### config.mk
export PLATFORM = sky130hd
export DESIGN_NAME = lsu
export DESIGN_NICKNAME = d
export VERILOG_FILES = /design/src/rtl/lsu.sv
export SDC_FILE = /design/constraint.sdc
export NUM_CORES = 1
export LEC_CHECK = 0
export ABC_AREA = 1
export ABC_CLOCK_PERIOD_IN_PS = 5900
export CAP_MARGIN = 40
export CELL_PAD_IN_SITES_DETAIL_PLACEMENT = 1
export CELL_PAD_IN_SITES_GLOBAL_PLACEMENT = 2
export CORE_MARGIN = 2
export CORE_UTILIZATION = 26
export DETAILED_ROUTE_END_ITERATION = 16
export PLACE_DENSITY = 0.86
export SYNTH_ARGS = -nofsm -noshare
export SYNTH_HDL_FRONTEND = slang
export SYNTH_SLANG_ARGS = --single-unit
### constraint.sdc
create_clock -name clk -period 5.9 [get_ports clk]
set_input_delay 0.885 -clock clk [delete_from_list [all_inputs] [get_ports clk]]
set_output_delay 0.885 -clock clk [all_outputs]
set_load 0.03 [all_outputs]
### src/rtl/lsu.sv
// RV32 load/store unit: accepts one core request at a time, performs a single
// word-aligned bus transaction, and returns a lane-extracted, extended load result.
module lsu (
    input  logic        clk,
    input  logic        rst,
    input  logic        req_valid,
    output logic        req_ready,
    input  logic        mem_wen,
    input  logic [2:0]  mem_wr_sel,
    input  logic [31:0] addr,
    input  logic [31:0] wdata,
    output logic        rsp_valid,
    input  logic        rsp_ready,
    output logic [31:0] rdata,
    output logic        rsp_err,
    output logic        mem_req_valid,
    input  logic        mem_req_ready,
    output logic [31:0] mem_addr,
    output logic        mem_we,
    output logic [3:0]  mem_wstrb,
    output logic [31:0] mem_wdata,
    input  logic        mem_rsp_valid,
    input  logic [31:0] mem_rdata
);

    typedef enum logic [1:0] {
        IDLE = 2'd0,
        REQ  = 2'd1,
        WAIT = 2'd2,
        DONE = 2'd3
    } state_t;

    localparam logic [2:0] SEL_B    = 3'b000;
    localparam logic [2:0] SEL_H    = 3'b001;
    localparam logic [2:0] SEL_W    = 3'b010;
    localparam logic [2:0] SEL_BAD0 = 3'b011;
    localparam logic [2:0] SEL_BU   = 3'b100;
    localparam logic [2:0] SEL_HU   = 3'b101;
    localparam logic [2:0] SEL_BAD1 = 3'b110;
    localparam logic [2:0] SEL_NONE = 3'b111;

    state_t      state;
    logic        wen_p0;
    logic [2:0]  sel_p0;
    logic [1:0]  lo_p0;

    function automatic logic is_invalid(input logic [2:0] sel);
        return (sel == SEL_BAD0) || (sel == SEL_BAD1);
    endfunction

    function automatic logic is_misaligned(input logic [2:0] sel, input logic [1:0] lo);
        logic m;
        case (sel)
            SEL_H, SEL_HU: m = lo[0];
            SEL_W:         m = |lo;
            default:       m = 1'b0;
        endcase
        return m;
    endfunction

    function automatic logic [3:0] lane_strobe(input logic [2:0] sel, input logic [1:0] lo);
        logic [3:0] s;
        case (sel)
            SEL_B, SEL_BU: s = 4'b0001 << lo;
            SEL_H, SEL_HU: s = 4'b0011 << lo;
            SEL_W:         s = 4'b1111;
            default:       s = 4'b0000;
        endcase
        return s;
    endfunction

    // Replicating the datum across lanes lets the strobes alone pick the target bytes.
    function automatic logic [31:0] lane_wdata(input logic [2:0] sel, input logic [31:0] wd);
        logic [31:0] d;
        case (sel)
            SEL_B, SEL_BU: d = {4{wd[7:0]}};
            SEL_H, SEL_HU: d = {2{wd[15:0]}};
            default:       d = wd;
        endcase
        return d;
    endfunction

    function automatic logic [31:0] load_extract(input logic [2:0] sel, input logic [1:0] lo,
                                                 input logic [31:0] rd);
        logic        [31:0] sh;
        logic signed [7:0]  b;
        logic signed [15:0] h;
        logic signed [31:0] r;
        sh = rd >> {lo, 3'b000};
        b  = sh[7:0];
        h  = sh[15:0];
        case (sel)
            SEL_B:   r = b;
            SEL_H:   r = h;
            SEL_BU:  r = {24'd0, sh[7:0]};
            SEL_HU:  r = {16'd0, sh[15:0]};
            SEL_W:   r = sh;
            default: r = '0;
        endcase
        return r;
    endfunction

    always_ff @(posedge clk or posedge rst) begin
        if (rst) begin
            state         <= IDLE;
            req_ready     <= 1'b1;
            rsp_valid     <= 1'b0;
            rsp_err       <= 1'b0;
            rdata         <= '0;
            mem_req_valid <= 1'b0;
            mem_addr      <= '0;
            mem_we        <= 1'b0;
            mem_wstrb     <= '0;
            mem_wdata     <= '0;
            wen_p0        <= 1'b0;
            sel_p0        <= '0;
            lo_p0         <= '0;
        end else begin
            case (state)
                // ---- IDLE: accept and classify the request
                IDLE: begin
                    if (req_valid) begin
                        wen_p0    <= mem_wen;
                        sel_p0    <= mem_wr_sel;
                        lo_p0     <= addr[1:0];
                        req_ready <= 1'b0;
                        if (is_invalid(mem_wr_sel) || is_misaligned(mem_wr_sel, addr[1:0])) begin
                            state     <= DONE;
                            rsp_valid <= 1'b1;
                            rsp_err   <= 1'b1;
                            rdata     <= '0;
                        end else if (mem_wr_sel == SEL_NONE) begin
                            state     <= DONE;
                            rsp_valid <= 1'b1;
                            rsp_err   <= 1'b0;
                            rdata     <= '0;
                        end else begin
                            state         <= REQ;
                            mem_req_valid <= 1'b1;
                            mem_addr      <= {addr[31:2], 2'b00};
                            mem_we        <= mem_wen;
                            mem_wstrb     <= mem_wen ? lane_strobe(mem_wr_sel, addr[1:0]) : 4'b0000;
                            mem_wdata     <= mem_wen ? lane_wdata(mem_wr_sel, wdata) : 32'd0;
                        end
                    end
                end
                // ---- REQ: hold the bus request until it is taken
                REQ: begin
                    if (mem_req_ready) begin
                        state         <= WAIT;
                        mem_req_valid <= 1'b0;
                        mem_we        <= 1'b0;
                        mem_wstrb     <= 4'b0000;
                    end
                end
                // ---- WAIT: capture the bus response
                WAIT: begin
                    if (mem_rsp_valid) begin
                        state     <= DONE;
                        rsp_valid <= 1'b1;
                        rsp_err   <= 1'b0;
                        rdata     <= wen_p0 ? 32'd0 : load_extract(sel_p0, lo_p0, mem_rdata);
                    end
                end
                // ---- DONE: present the result until the core takes it
                DONE: begin
                    if (rsp_ready) begin
                        state     <= IDLE;
                        rsp_valid <= 1'b0;
                        rsp_err   <= 1'b0;
                        rdata     <= '0;
                        req_ready <= 1'b1;
                    end
                end
                default: begin
                    state     <= IDLE;
                    req_ready <= 1'b1;
                end
            endcase
        end
    end

endmodule

==> flow_metrics.env, run 1 <==
export IMPL_ys_top_cells_by_count="nand2_1 (313), dfrtp_1 (110), o21ai_0 (72)"
export IMPL_synthesized_instance_count=744
export IMPL_switchingPower_mw=2.002
export IMPL_die_height_um=150.2
export IMPL_synth_edf_count=0
export IMPL_crit_type="input pin to flop"
export IMPL_crit_share_post_route_pct=46.37
export IMPL_chipWidth_um=150.2
export IMPL_cp_max_fo=47
export IMPL_cts_hold_buffers=0
export IMPL_tritoncts_num_buffers=9
export IMPL_cts_resized_gates=0
export IMPL_clk_root_buffer_cell="clkbuf_16"
export IMPL_drt_pass1_iterations=4
export IMPL_max_cap_violations=0
export IMPL_route_antenna_remaining_nets=0
export IMPL_timing_final_hold_violations=0
export IMPL_finalHoldWorstSlack_ns=0.4759
export IMPL_grt_pass1_wl_um=30100
export IMPL_place_gp_congestion=0.8112
export IMPL_most_numerous_cell_on_the_critical_path="o21ai_0"
export IMPL_area_growth_synth_to_final_pct=47.33
export IMPL_finish_net_count=1042
export IMPL_seqPwrFrac_pct=30.2
export IMPL_dr_total_vias=5427
export IMPL_grt_max_degree=48
export IMPL_seq_area_frac_synth_pct=49.99
export IMPL_slew_violations=0
export IMPL_swShare_pct=46.88
export IMPL_post_synth_cell_area_avg_um2=7.472
export IMPL_power_share_clock_pct=13.8
export IMPL_worst_skew_pair_late_latency_ns=0.35
export IMPL_hpwl_um=14240
export IMPL_synth_main_ff_cell="dfrtp_1"
export IMPL_power_density_mw_per_mm2=521.5
export IMPL_cts_clk_slew_worst_paths_ns=0.08
export IMPL_timing_setup_tns_ns=0
export IMPL_yosysTopAreaCell="dfrtp_1"
export IMPL_grt_setup_unrepaired="false"
export IMPL_ir_drop_uv=193.5
export IMPL_overflow=0
export IMPL_number_of_clock_sinks=111
export IMPL_worst_pin_slew_ns=0.8393
export IMPL_normalized_max_slew_margin_pct=43.98
export IMPL_clockBufferDepth=2
export IMPL_initial_core_util_pct=26.44
export IMPL_holdCritPathClass="flop to flop"
export IMPL_fin_crit_ns=2.736
export IMPL_worst_setup_path_end_kind="flop"
export IMPL_tritoncts="built"
export IMPL_drt_total_wl_um=18780
export IMPL_post_synth_top_count_cell="nand2_1"
export IMPL_post_layout_nonfiller_instances=1213
export IMPL_design_die_area_mm2=0.02257
export IMPL_grt_pass1_vias=5633
export IMPL_crit_arrival_ns=2.96
export IMPL_netlist_area_mm2=0.005559
export IMPL_post_cts_setup_buffer_count=0
export IMPL_yosys_warnings=0
export IMPL_drt_initial_drc_count=242
export IMPL_yosysUniqueCellTypes=28
export IMPL_synthDominantCellAreaShare_pct=49.52
export IMPL_residual_drc=0
export IMPL_cells_traversed_along_the_worst_timing_path="clkdlybuf4s50_1, o21ai_0, nand2_2, nor2_2, buf_4, inv_2, buf_12, nand2_1, o21ai_0"
export IMPL_gr_usage_all_layers_pct=16.76
export IMPL_ioPinCount=211
export IMPL_antenna_found_initial=1
export IMPL_fin_worst_skew_ns=0.007637
export IMPL_max_stage_delay_ns=0.51
export IMPL_async_flop_share_pct=100.0
export IMPL_ratio_of_routed_vias_to_standard_cells=4.474
export IMPL_critical_path_slowest_cell="clkdlybuf4s50_1"
export IMPL_fp_row_count=53
export IMPL_route_detailed_wl_per_inst_um=15.48
export IMPL_maxClockFrequency_mhz=365.5
export IMPL_internal_power_mw=2.269
export IMPL_timing_final_setup_violations=0
export IMPL_netlist_top_cells_area="dfrtp_1 (50%), nand2_1 (21%), o21ai_0 (6.5%), nand3_1 (4.4%), nor2_1 (3.8%)"
export IMPL_timing_critical_path_from_type="input pin"
export IMPL_cellLeakagePower_nw=3.857
export IMPL_ys_seq_elements=111
export IMPL_htree_levels=3
export IMPL_design_core_area_mm2=0.02102
export IMPL_pwr_share_comb_pct=56.0
export IMPL_required_ns=6.12
export IMPL_numPortBuffers=208
export IMPL_fillerInstances=2542
export IMPL_run_status="finished, final reports clean"
export IMPL_dpl_cell_count=1196
export IMPL_drive_above_1_share_pct=4.162
==> cell usage in the layout (no fill, tap or decap), types with 2 or more instances in the layout <==
| cell type | n |
|---|---|
| nand3_1 | 49 |
| nand3_2 | 3 |
| clkdlybuf4s50_1 | 208 |
| o21ai_0 | 72 |
| buf_12 | 2 |
| inv_6 | 4 |
| inv_1 | 37 |
| dfrtp_1 | 110 |
| nor2_1 | 57 |
| buf_4 | 3 |
| clkbuf_16 | 9 |
| ha_1 | 4 |
| a22oi_1 | 8 |
| buf_16 | 2 |
| conb_1 | 2 |
| inv_2 | 2 |
| nand2_2 | 2 |
| nor2_4 | 5 |
| o21ai_1 | 26 |
| nand2_1 | 313 |
| a21oi_1 | 7 |
==> state kept, by name, summed over array words and instances (netlist names), 2 cells and up <==
name,flops
rdata,32
state,2
mem_addr,30
lo_p0,2
mem_wstrb,4
mem_wdata,32
sel_p0,3
==> power groups by stage <==
| stage | registers, mW | clock network (mW) | logic, mW |
|---|---|---|---|
| global placement | 1.31 | 0 | 2.32 |
| finish | 1.29 | 0.591 | 2.39 |
| detailed placement | 1.30 | 0 | 2.42 |
| CTS | 1.29 | 0.620 | 2.43 |
| floorplan | 1.83 | 0 | 0.903 |
| global route | 1.33 | 0.650 | 2.63 |
==> worst paths after layout <==
path	from	endpoint	slack, ns	depth (start not counted)
max	addr[0]	mem_wdata[21]	3.16	9
max reg2reg	state[1]	mem_wdata[21]	3.39	9
min in group asynchronous	rst	mem_addr[15]	0.93	2
min reg2reg	mem_addr[27]	mem_addr[27]	0.48	2
max in group asynchronous	rst	mem_wdata[8]	4.11	3
min	mem_addr[27]	mem_addr[27]	0.48	2
==> routing by layer <==
metal / wire length (µm) / track usage [%] / share of wire [%] / vias up
met5: 0 / 0 / 0 / -
met4: 437 / 5.802 / 2.3 / 0
met3: 669 / 2.424 / 3.6 / 24
met2: 9038 / 27.47 / 48 / 121
met1: 8633 / 22.65 / 46 / 2548
li1: - / - / - / 2734
==> metrics by stage <==
| stage | total power, mW | utilization, % | setup WS, ns | cell area [µm²] |
|---|---|---|---|---|
| 2_1_floorplan | 2.733 | - | 2.086 | 5563 |
| 3_3_place_gp | 3.637 | 37.16 | 2.616 | 7812 |
| 3_5_place_dp | 3.722 | 37.62 | 2.756 | 7908 |
| 4_1_cts | 4.339 | 38.95 | 3.143 | 8188 |
| 5_1_grt | 4.610 | 38.96 | 2.944 | 8190 |
| 6_report | 4.272 | 38.96 | 3.164 | 8190 |
==> area by class of cell <==
class	count	area (µm²)	area share [%]
inverters	40	152.6	1.864
multi-input cells	555	2432	29.70
well taps	275	344.1	4.201
repair buffers	215	2200	26.86
flip-flops and latches	111	2779	33.93
clock inverters	6	51.30	0.6263
diodes	1	2.502	0.03055
clock buffers	10	229.0	2.796
==> worst max-delay path, delay by kind of cell <==
kind	cells	cell delay [ns]
compound gates	2	0.44
buf+inv	4	1.27
simple gates	3	0.32
==> cells by family (layout without fill, tap and decap cells) <==
family | after synthesis | count (layout) | synth area share, %
buffers and inverters | 79 | 271 | 6.325
AND/OR/NAND/NOR | 434 | 434 | 31.87
adder cells (fa/ha/maj) | 4 | 4 | 0.9003
AO/OA/AOI/OAI | 115 | 115 | 10.85
flip-flops | 111 | 111 | 49.99
other | 1 | 3 | 0.06746
(Power assumes the default switching activity.)
==> run 2: changes to the inputs <==
ABC_CLOCK_PERIOD_IN_PS = 2700   (was 5900)
CORE_UTILIZATION = 24   (was 26)
PLACE_DENSITY = 0.8   (was 0.86)
clock period = 2.7 ns   (was 5.9 ns; I/O delays follow)
==> flow_metrics.env, run 2 (synthesis results as in run 1) <==
export IMPL_run_status="finished, final reports clean"
export IMPL_gr_usage_all_layers_pct=16.37
export IMPL_chipWidth_um=156.2
export IMPL_htree_levels=3
export IMPL_final_cell_area_mm2=0.008230
export IMPL_power_density_mw_per_mm2=1141
export IMPL_timing_final_setup_violations=0
export IMPL_dpl_cell_count=1213
export IMPL_fin_worst_skew_ns=0.008395
export IMPL_route_antenna_remaining_nets=0
export IMPL_number_of_clock_sinks=111
export IMPL_post_layout_nonfiller_instances=1229
export IMPL_residual_drc=0
export IMPL_most_common_layout_cells="nand2_1 (313), clkdlybuf4s50_1 (208), dfrtp_1 (110), o21ai_0 (72), nor2_1 (57)"
export IMPL_worst_setup_path_end_kind="flop"
export IMPL_max_cap_violations=0
export IMPL_grt_pass1_vias=5685
export IMPL_hpwl_um=14730
export IMPL_die_height_um=156.2
export IMPL_timing_setup_tns_ns=0
export IMPL_antenna_diode_count=0
export IMPL_cellLeakagePower_nw=3.873
export IMPL_finalWorstSetupSlack_ns=0.4736
export IMPL_layout_cells_most_common="nand2_1"
export IMPL_slew_violations=0
export IMPL_ratio_of_routed_vias_to_standard_cells=4.415
export IMPL_layout_top_registers="mem_wdata x32, rdata x32, mem_addr x30"
export IMPL_cts_clk_slew_worst_paths_ns=0.08
export IMPL_overflow=0
export IMPL_finalHoldWorstSlack_ns=0.4666
export IMPL_timing_critical_path_from_type="flop"
export IMPL_cts_hold_buffers=0
export IMPL_normalized_max_slew_margin_pct=53.81
export IMPL_fp_row_count=55
export IMPL_antenna_found_initial=0
export IMPL_holdCritPathClass="input pin to async pin"
export IMPL_required_ns=2.98
export IMPL_post_cts_setup_buffer_count=0
export IMPL_power_total_mw=9.387
export IMPL_pre_cts_worst_setup_slack_ns=0.3234
export IMPL_finish_net_count=1049
export IMPL_maxClockFrequency_mhz=449.2
export IMPL_fin_crit_ns=2.226
export IMPL_drt_total_wl_um=19560
export IMPL_ir_drop_uv=459.6
export IMPL_crit_share_post_route_pct=82.46
export IMPL_place_gp_congestion=0.7806
export IMPL_drive_above_1_share_pct=4.873
export IMPL_drt_pass1_iterations=4
export IMPL_cts_resized_gates=0
export IMPL_drt_initial_drc_count=237
export IMPL_fillerInstances=2741
export IMPL_design_core_area_mm2=0.02271
export IMPL_grt_max_degree=63
export IMPL_finalCoreUtilization_pct=36.24
export IMPL_cp_max_fo=62
export IMPL_numPortBuffers=208
export IMPL_initial_core_util_pct=24.48
export IMPL_ioPinCount=211
export IMPL_postPlaceCellArea_mm2=0.007946
export IMPL_grt_pass1_wl_um=31440
export IMPL_area_growth_synth_to_final_pct=48.05
export IMPL_crit_type="flop to flop"
export IMPL_tritoncts_num_buffers=9
export IMPL_design_die_area_mm2=0.02440
export IMPL_dr_total_vias=5426
export IMPL_grt_setup_unrepaired="false"
export IMPL_clockBufferDepth=2
export IMPL_crit_arrival_ns=2.51
export IMPL_worst_skew_pair_late_latency_ns=0.35
export IMPL_tritoncts="built"
export IMPL_clk_root_buffer_cell="clkbuf_16"
export IMPL_timing_final_hold_violations=0
export IMPL_worst_pin_slew_ns=0.6929
export IMPL_route_detailed_wl_per_inst_um=15.92
## run 2: cell count changes in the layout (fill, tap and decap cells not counted), sizes merged
| cell | delta |
|---|---|
| clkinv | +1 |
| buf | +7 |
| clkinvlp | +2 |
| diode | -1 |
| inv | -3 |
## run 2: cell type report
cell class	count	area [µm²]	share of cell area, %
inverters	40	153.9	1.870
multi-input cells	555	2432	29.55
repair buffers	222	2225	27.03
flip-flops and latches	111	2779	33.76
well taps	285	356.6	4.333
clock inverters	6	55.05	0.6689
clock buffers	10	229.0	2.782
## run 2: final timing paths
kind | from | to | slack, ns | depth (start not counted)
worst max-delay path | state[0] | mem_wdata[6] | 0.47 | 8
worst max register to register | state[0] | mem_wdata[6] | 0.47 | 8
worst min-delay path | rst | mem_addr[5] | 0.47 | 2
min in group clk | mem_addr[18] | mem_addr[18] | 0.47 | 2
worst min register to register | mem_addr[18] | mem_addr[18] | 0.47 | 2
max in group asynchronous | rst | rdata[4] | 1.59 | 3
## run 2: per-layer routing
metal	share of wire, %	vias to the layer above	track usage (%)	wire (µm)
met5	0	-	0	0
met4	1.9	0	4.937	379
met3	3.1	22	2.556	610
met2	49	103	27.98	9591
met1	46	2553	21.34	8978
li1	-	2748	-	-
## run 2: where the power goes
| group | switching, mW | total, mW | internal [mW] |
|---|---|---|---|
| clock network | 0.670 | 1.32 | 0.645 |
| registers | 0.443 | 2.80 | 2.36 |
| logic | 3.31 | 5.27 | 1.96 |
| total | 4.43 | 9.39 | 4.96 |
## run 2: critical path, cell delays in order (launching register included)
cell	delay [ns]
dfrtp_1	0.38
inv_1	0.09
ha_1	0.31
nand2_1	0.43
nor2_2	0.10
inv_2	0.06
buf_4	0.54
nand2_1	0.12
o21ai_1	0.11
==> run 3: changes to the inputs <==
ABC_CLOCK_PERIOD_IN_PS = 2200   (was 2700)
clock period = 2.2 ns   (was 2.7 ns; I/O delays follow)
==> flow_metrics.env, run 3 (synthesis results as in run 1) <==
export IMPL_grt_setup_unrepaired="false"
export IMPL_cts_resized_gates=0
export IMPL_chipWidth_um=156.2
export IMPL_required_ns=2.43
export IMPL_layout_top_registers="mem_wdata x32, rdata x32, mem_addr x30"
export IMPL_drive_above_1_share_pct=5.678
export IMPL_clk_root_buffer_cell="clkbuf_16"
export IMPL_maxClockFrequency_mhz=517.4
export IMPL_dpl_cell_count=1221
export IMPL_design_die_area_mm2=0.02440
export IMPL_initial_core_util_pct=24.48
export IMPL_tritoncts="built"
export IMPL_layout_cells_most_common="nand2_1"
export IMPL_timing_final_hold_violations=0
export IMPL_crit_share_post_route_pct=87.86
export IMPL_postPlaceCellArea_mm2=0.008019
export IMPL_most_common_layout_cells="nand2_1 (313), clkdlybuf4s50_1 (208), dfrtp_1 (110), o21ai_0 (72), nor2_1 (57)"
export IMPL_drt_total_wl_um=19320
export IMPL_max_cap_violations=0
export IMPL_place_gp_congestion=0.8048
export IMPL_route_antenna_remaining_nets=0
export IMPL_residual_drc=0
export IMPL_grt_pass1_wl_um=31020
export IMPL_cp_top_family="simple AND/OR/NAND/NOR gates"
export IMPL_fin_crit_ns=1.933
export IMPL_max_stage_delay_ns=0.41
export IMPL_clockBufferDepth=2
export IMPL_overflow=0
export IMPL_holdCritPathClass="flop to flop"
export IMPL_ioPinCount=211
export IMPL_cts_clk_slew_worst_paths_ns=0.08
export IMPL_worst_setup_path_end_kind="flop"
export IMPL_drt_pass1_iterations=4
export IMPL_sequential_cell_area_mm2=0.002779
export IMPL_power_density_mw_per_mm2=1402
export IMPL_route_detailed_wl_per_inst_um=15.62
export IMPL_antenna_found_initial=1
export IMPL_number_of_clock_sinks=111
export IMPL_critical_path_slowest_cell="dfrtp_1"
export IMPL_fp_row_count=55
export IMPL_fin_worst_skew_ns=0.01436
export IMPL_grt_pass1_vias=5555
export IMPL_timing_critical_path_from_type="flop"
export IMPL_ir_drop_uv=521.6
export IMPL_pre_cts_worst_setup_slack_ns=0.1200
export IMPL_fillerInstances=2755
export IMPL_finish_net_count=1057
export IMPL_die_height_um=156.2
export IMPL_post_layout_nonfiller_instances=1237
export IMPL_finalWorstSetupSlack_ns=0.2672
export IMPL_finalCoreUtilization_pct=36.62
export IMPL_worst_pin_slew_ns=0.6170
export IMPL_cp_max_fo=62
export IMPL_ratio_of_routed_vias_to_standard_cells=4.392
export IMPL_grt_max_degree=112
export IMPL_crit_type="flop to flop"
export IMPL_timing_final_setup_violations=0
export IMPL_slew_violations=0
export IMPL_crit_buf_inv=3
export IMPL_multi_input_combinational_cell_area_mm2=0.002432
export IMPL_area_growth_synth_to_final_pct=49.58
export IMPL_dr_total_vias=5433
export IMPL_design_core_area_mm2=0.02271
export IMPL_numPortBuffers=208
export IMPL_cells_traversed_along_the_worst_timing_path="inv_1, ha_1, nand2_1, nor2_2, inv_2, buf_12, nand2_1, o21ai_0"
export IMPL_worst_skew_pair_late_latency_ns=0.35
export IMPL_final_cell_area_mm2=0.008315
export IMPL_cts_hold_buffers=0
export IMPL_hpwl_um=14580
export IMPL_cellLeakagePower_nw=3.926
export IMPL_gr_usage_all_layers_pct=16.09
export IMPL_run_status="finished, final reports clean"
export IMPL_tritoncts_num_buffers=9
export IMPL_timing_setup_tns_ns=0
export IMPL_most_numerous_cell_on_the_critical_path="nand2_1"
export IMPL_drt_initial_drc_count=264
export IMPL_normalized_max_slew_margin_pct=58.87
export IMPL_post_cts_setup_buffer_count=0
export IMPL_crit_arrival_ns=2.17
export IMPL_htree_levels=3
==> run 3: cell type report <==
class                           count  share of cell area [%]
Antenna cell                        1                 0.03009
Clock buffer                        9                   2.708
Clock inverter                      6                  0.8276
Inverter                           40                   1.851
Multi-Input combinational cell    555                   29.25
Sequential cell                   111                   33.42
Tap cell                          285                   4.288
Timing Repair Buffer              230                   27.63
==> run 3: worst reg2reg max path, delay by kind of cell (launching register included) <==
kind	cells	cell delay, ns
simple gates	3	0.61
flops	1	0.41
buf+inv	3	0.38
fa+ha+maj	1	0.34
compound gates	1	0.07
==> run 3: per-stage QoR <==
stage	hold WS [ns]	total power, mW
2_1_floorplan	0.4468	7.331
3_3_place_gp	0.4534	10.03
3_5_place_dp	0.4573	10.10
4_1_cts	0.4756	11.85
5_1_grt	0.4958	12.56
6_report	0.4720	11.66
==> run 3: final timing paths <==
kind	from	end	slack, ns	cells after the start
min reg2reg	mem_addr[30]	mem_addr[30]	0.47	2
min in group asynchronous	rst	mem_addr[16]	0.52	3
max in group asynchronous	rst	rdata[5]	1.23	3
min	mem_addr[30]	mem_addr[30]	0.47	2
max	state[0]	mem_wdata[19]	0.27	8
max reg2reg	state[0]	mem_wdata[19]	0.27	8
==> run 3: layer usage <==
metal | up-vias | routed length (µm) | global-route usage, %
met5 | - | 0 | 0
met4 | 0 | 271 | 4.369
met3 | 11 | 644 | 2.583
met2 | 103 | 9353 | 26.84
met1 | 2563 | 9049 | 21.67
li1 | 2756 | - | -
==> run 3: report_power, final <==
| group | total (mW) | switching [mW] | internal [mW] | leakage, nW |
|---|---|---|---|---|
| logic | 6.57 | 4.09 | 2.48 | 2.34 |
| clock network | 1.69 | 0.799 | 0.887 | 0.142 |
| registers | 3.41 | 0.514 | 2.89 | 1.45 |
